**config.mk**
```make
export PLATFORM = sky130hd
export DESIGN_NAME = hdsiso_core
export DESIGN_NICKNAME = d
export VERILOG_FILES = /design/src/rtl/hdsiso_pkg.sv /design/src/rtl/hdsiso_core_johnson8_seq.sv /design/src/rtl/hdsiso_core.sv
export SDC_FILE = /design/constraint.sdc
export NUM_CORES = 1
export LEC_CHECK = 0
export CORE_AREA = 2 2 74 76
export CTS_CLUSTER_DIAMETER = 40
export DETAILED_ROUTE_END_ITERATION = 10
export DIE_AREA = 0 0 76 78
export PLACE_DENSITY = 0.79
export RECOVER_POWER = 25
export SYNTH_ARGS = -nofsm -noshare
export SYNTH_HDL_FRONTEND = slang
export SYNTH_SLANG_ARGS = --single-unit
export TNS_END_PERCENT = 10
```
**constraint.sdc**
```tcl
create_clock -name CLK -period 4.84 [get_ports CLK]
set_clock_uncertainty 0.15 [all_clocks]
set_input_delay 0.968 -clock CLK [delete_from_list [all_inputs] [get_ports CLK]]
set_output_delay 0.968 -clock CLK [all_outputs]
set_load 0.1 [all_outputs]
```
**src/rtl/hdsiso_pkg.sv**
```systemverilog
// Shared constants and helpers for the high-density SISO delay line.
package hdsiso_pkg;

   localparam int JOHNSON_W = 4;
   localparam int N_PHASES  = 8;

   // Legal Johnson states, phase 0..7
   localparam logic [JOHNSON_W-1:0] JS0 = 4'b0000;
   localparam logic [JOHNSON_W-1:0] JS1 = 4'b0001;
   localparam logic [JOHNSON_W-1:0] JS2 = 4'b0011;
   localparam logic [JOHNSON_W-1:0] JS3 = 4'b0111;
   localparam logic [JOHNSON_W-1:0] JS4 = 4'b1111;
   localparam logic [JOHNSON_W-1:0] JS5 = 4'b1110;
   localparam logic [JOHNSON_W-1:0] JS6 = 4'b1100;
   localparam logic [JOHNSON_W-1:0] JS7 = 4'b1000;

   // One-hot phase decode of a Johnson state; illegal states decode to all zeros
   function automatic logic [N_PHASES-1:0] johnson_decode(input logic [JOHNSON_W-1:0] j);
      logic [N_PHASES-1:0] onehot;
      onehot = '0;
      case (j)
         JS0:     onehot = 8'h01;
         JS1:     onehot = 8'h02;
         JS2:     onehot = 8'h04;
         JS3:     onehot = 8'h08;
         JS4:     onehot = 8'h10;
         JS5:     onehot = 8'h20;
         JS6:     onehot = 8'h40;
         JS7:     onehot = 8'h80;
         default: onehot = 8'h00;
      endcase
      return onehot;
   endfunction

endpackage

```
**src/rtl/hdsiso_core_johnson8_seq.sv**
```systemverilog
// 8-state Johnson bit-phase sequencer with one-hot phase decode.
module johnson8_seq
   import hdsiso_pkg::*;
(
   input  logic                 i_clk,
   input  logic                 i_rst_n,
   input  logic                 i_en,
   output logic [JOHNSON_W-1:0] o_johnson,
   output logic [N_PHASES-1:0]  o_pulses
);

   logic [JOHNSON_W-1:0] r_j;

   // Twisted-ring shift, advancing one phase per enabled cycle
   always_ff @(posedge i_clk or negedge i_rst_n) begin
      if (!i_rst_n) begin
         r_j <= JS0;
      end else if (i_en) begin
         r_j <= {r_j[JOHNSON_W-2:0], ~r_j[JOHNSON_W-1]};
      end
   end

   // Phase state straight from the flops; one-hot decode is purely combinational
   always_comb begin
      o_johnson = r_j;
      o_pulses  = johnson_decode(r_j);
   end

endmodule

```
**src/rtl/hdsiso_core.sv**
```systemverilog
// Serial-in serial-out delay line: bits are packed into bytes, held in a
// circular byte buffer, and serialised back out DEPTH+1 words later.
module hdsiso_core
   import hdsiso_pkg::*;
#(
   parameter int DEPTH = 4
)(
   input  logic                 CLK,
   input  logic                 RESET,
   input  logic                 ENABLE,
   input  logic                 D_IN,
   output logic                 D_OUT,
   output logic [JOHNSON_W-1:0] JOHNSON,
   output logic [N_PHASES-1:0]  PULSES
);

   // Derived pointer width, at least one bit so DEPTH=1 still has a legal vector
   localparam int                PTR_W    = (DEPTH > 1) ? $clog2(DEPTH) : 1;
   localparam logic [PTR_W-1:0]  PTR_LAST = PTR_W'(DEPTH - 1);

   logic [N_PHASES-2:0] r_in_buf;
   logic [N_PHASES-1:0] r_out_sh;
   logic [PTR_W-1:0]    r_ptr;
   logic [N_PHASES-1:0] r_mem [DEPTH];

   logic                w_phase7;
   logic [N_PHASES-1:0] w_byte;

   johnson8_seq u_seq (
      .i_clk     (CLK),
      .i_rst_n   (RESET),
      .i_en      (ENABLE),
      .o_johnson (JOHNSON),
      .o_pulses  (PULSES)
   );

   // Word boundary strobe and the completed byte (bit p captured in phase p)
   always_comb begin
      w_phase7 = ENABLE & PULSES[N_PHASES-1];
      w_byte   = {D_IN, r_in_buf};
   end

   // Deserialiser: capture D_IN into the bit selected by the current phase
   always_ff @(posedge CLK or negedge RESET) begin
      if (!RESET) begin
         r_in_buf <= '0;
      end else if (ENABLE) begin
         for (int i = 0; i < N_PHASES - 1; i++) begin
            if (PULSES[i]) r_in_buf[i] <= D_IN;
         end
      end
   end

   // Circular byte buffer: new byte overwrites the slot just read out
   always_ff @(posedge CLK or negedge RESET) begin
      if (!RESET) begin
         for (int i = 0; i < DEPTH; i++) r_mem[i] <= '0;
      end else if (w_phase7) begin
         for (int i = 0; i < DEPTH; i++) begin
            if (r_ptr == PTR_W'(i)) r_mem[i] <= w_byte;
         end
      end
   end

   // Read-before-write: load the oldest byte into the serialiser, then advance the slot pointer
   always_ff @(posedge CLK or negedge RESET) begin
      if (!RESET) begin
         r_out_sh <= '0;
         r_ptr    <= '0;
      end else if (w_phase7) begin
         r_out_sh <= r_mem[r_ptr];
         r_ptr    <= (r_ptr == PTR_LAST) ? '0 : r_ptr + 1'b1;
      end
   end

   // Serialiser: pick the bit of the held byte matching the current phase (registers only)
   always_comb begin
      D_OUT = |(r_out_sh & PULSES);
   end

endmodule
```
==> results.json <==
{
  "status": "complete, but fails checks",
  "failed_checks": "max-capacitance violations, max-slew violations",
  "reg2reg_slack_ps": 2610,
  "ys_seq_area_frac": 0.538,
  "grt_overflow": 0,
  "ff_latch_area_mm2": 0.00133,
  "maxCapViolations": 1,
  "place_congestion": 0.809,
  "r2r-end": "r_mem[25]$_DFFE_PN0P_",
  "cts_made_buffers": 5,
  "cp_slowest_stage_delay_ps": 1180,
  "core_mm2": 0.00504,
  "r2r_cells": 3,
  "post_cts_buffers": 0,
  "wl_um": 4750,
  "viasPerCell": 5.61,
  "ctsHoldBuffers": 0,
  "netlist_area_mm2": 0.00247,
  "peakVddDrop_v": 0.000339,
  "cp.depth": 4,
  "multi_input_area_mm2": 0.00109,
  "num_io_pins": 17,
  "drt_iter0_drc": 64,
  "wl_per_cell_um": 18.8,
  "drive_gt1_frac": 0.393,
  "grt_pass1_wl_um": 7960,
  "die-area_mm2": 0.00593,
  "endpoint_kind": "output port",
  "grt_max_degree": 54,
  "cts_tree": "yes",
  "tightest_slew_ps": 2720,
  "track_usage": 0.178,
  "min_period_ps": 3880,
  "yosysUniqueCellTypes": 26,
  "min_path_type": "flop to flop",
  "p_clk_frac": 0.146,
  "r2r-start": "u_seq.o_johnson[3]$_DFFE_PN0P_",
  "cp.arrival_ps": 2760,
  "netSwitchingFraction": 0.414,
  "ys_ff_latch": 53,
  "crit_slowest_cell": "clkdlybuf4s50_1",
  "cts_sinks": 53,
  "crit_end": "D_OUT",
  "via_count": 1420,
  "worstSetupPathType": "flop to output port",
  "post-place-ws_ps": 1290,
  "syn-num-nets": 178,
  "critPathBufInv": 1,
  "nFillCells": 397,
  "netSwitchingPower_mw": 0.665,
  "max_slew_margin": -0.815,
  "path_max_fanout": 20,
  "syn2layout_area_growth_pct": 11.6,
  "totalPowerFinal_mw": 1.60,
  "die_h_um": 78,
  "fin_crit_sh": 0.802,
  "start_util": 0.489,
  "startpoint_type": "flop",
  "antenna_found_initial": 0,
  "yosys_warnings": 0,
  "post_cts_resized": 0,
  "crit_family": "buffers and inverters",
  "ant_nets": 0,
  "comb_power_share": 0.374,
  "setup_viol": 0,
  "fmax_mhz": 258,
  "first_global_vias": 1514,
  "n_antenna_cell": 0,
  "path_clk_slew_ps": 90,
  "htreeDepth": 2,
  "numPortBuffers": 16,
  "cts_root_buf": "clkbuf_8",
  "route.detailed.drc": 0,
  "clockBufferDepth": 2,
  "syn-instance-count": 170,
  "power_density_mw_per_mm2": 583,
  "rsz0062_at_grt": "false",
  "drt_first_pass_iters": 4,
  "cp_data_required_time_ps": 3720,
  "finalHoldViolCount": 0,
  "final_nets": 190,
  "leakagePower_nw": 1.25,
  "post-dp-hpwl_um": 3350,
  "die_w_um": 76,
  "synth.avg_cell_area_um2": 14.5,
  "setup_slack_ps": 958,
  "rows": 26,
  "cp_cell_sequence": "and4_1, o21ai_0, o2111ai_1, clkdlybuf4s50_1",
  "clk_latency_ps": 300,
  "cp-startpoint": "u_seq.o_johnson[2]$_DFFE_PN0P_",
  "pwr-share-seq": 0.480,
  "p_int_mw": 0.939,
  "slew_viol_final": 54
}
-- worst min-delay path by stage --
stage,cells past startpoint,slack [ps],to,start
finish,1,350,r_mem[1]$_DFFE_PN0P_,r_mem[1]$_DFFE_PN0P_
global route,1,380,r_mem[1]$_DFFE_PN0P_,r_mem[1]$_DFFE_PN0P_
CTS,1,350,r_mem[1]$_DFFE_PN0P_,r_mem[1]$_DFFE_PN0P_
detailed placement,1,330,r_mem[1]$_DFFE_PN0P_,r_mem[1]$_DFFE_PN0P_
global placement,1,320,r_mem[17]$_DFFE_PN0P_,r_mem[17]$_DFFE_PN0P_
floorplan,1,310,r_mem[1]$_DFFE_PN0P_,r_mem[1]$_DFFE_PN0P_
-- flip-flops by register name, summed over array words and instances, names as in the netlist --
register,flops
r_in_buf,7
r_mem,32
r_out_sh,8
r_ptr,2
u_seq.o_johnson,4
-- logic make-up (layout without fill, tap and decap cells) --
| family | count (synthesis) | in the layout | share of synthesized area |
|---|---|---|---|
| mux | 61 | 61 | 0.315 |
| flops | 53 | 53 | 0.538 |
| simple gates | 34 | 34 | 0.0928 |
| buf+inv | 13 | 26 | 0.0213 |
| compound gates | 5 | 5 | 0.0132 |
| fa+ha+maj | 4 | 4 | 0.0203 |
-- layout by cell type (no fill, tap or decap) --
master	synthesis	routed
dfrtp_1	53	53
mux2_2	50	50
clkdlybuf4s50_1	0	15
nor2_1	8	8
mux4_2	8	8
clkbuf_8	0	5
nand2_1	4	4
nand3_2	4	4
ha_1	4	4
nor3_1	3	3
nand3_1	3	3
mux2_1	3	3
and4b_1	2	2
nor4b_1	3	2
o21ai_0	2	2
inv_1	2	2
clkbuf_1	8	2
clkinv_2	0	2
nand2b_1	1	1
nor4b_2	0	1
nor4_1	1	1
nor4b_4	1	1
a41oi_1	1	1
and4_1	1	1
nor4bb_1	1	1
o2111ai_1	1	1
nand4_1	1	1
nand2_2	1	1
a21oi_1	1	1
-- power groups by stage --
stage	logic [mW]	registers, mW	clock network, mW
2_1_floorplan	0.467	0.760	0
3_3_place_gp	0.591	0.759	0
3_5_place_dp	0.606	0.780	0
4_1_cts	0.608	0.770	0.245
5_1_grt	0.634	0.798	0.266
6_report	0.600	0.770	0.234
-- layer usage --
layer | GRT usage | vias up | wire, um
met5 | 0 | - | 0
met4 | 0.0545 | 0 | 85
met3 | 0.0430 | 10 | 174
met2 | 0.317 | 28 | 2460
met1 | 0.216 | 734 | 2030
li1 | - | 648 | -
-- per-stage QoR --
step	util	setup TNS, ps	hold WS (ps)	instances	area (um^2)
after global routing	0.546	0	375	253	2750
after global placement	0.530	0	318	245	2670
after floorplan	-	-397	309	170	2470
after detailed placement	0.530	0	330	245	2670
after CTS	0.546	0	350	253	2750
final	0.546	0	346	253	2750
-- cell usage after synthesis --
cell type / n / area (um^2)
dfrtp_1: 53 / 1330
nand2_2: 1 / 6.26
a21oi_1: 1 / 5.00
nor4b_1: 3 / 26.3
buf_2: 3 / 15.0
nand3_1: 3 / 15.0
and4b_1: 2 / 20.0
nand4_1: 1 / 6.26
o2111ai_1: 1 / 8.76
nor2_1: 8 / 30.0
nor4_1: 1 / 6.26
mux2_1: 3 / 33.8
mux4_2: 8 / 180
inv_1: 2 / 7.51
o21ai_0: 2 / 10.0
nor3_1: 3 / 15.0
nor4bb_1: 1 / 10.0
ha_1: 4 / 50.1
and4_1: 1 / 8.76
nand3_2: 4 / 40.0
nand2_1: 4 / 15.0
a41oi_1: 1 / 8.76
clkbuf_1: 8 / 30.0
mux2_2: 50 / 563
nor4b_4: 1 / 23.8
nand2b_1: 1 / 6.26
-- layout make-up --
cell class              instances  share of cell area
clock inverters                 2             0.00364
flip-flops and latches         53               0.482
repair buffers                 16              0.0559
clock buffers                   6              0.0264
well taps                      70              0.0318
inverters                       2             0.00273
multi-input cells             104               0.398
Note: power is estimated with default switching activity, not from simulation.
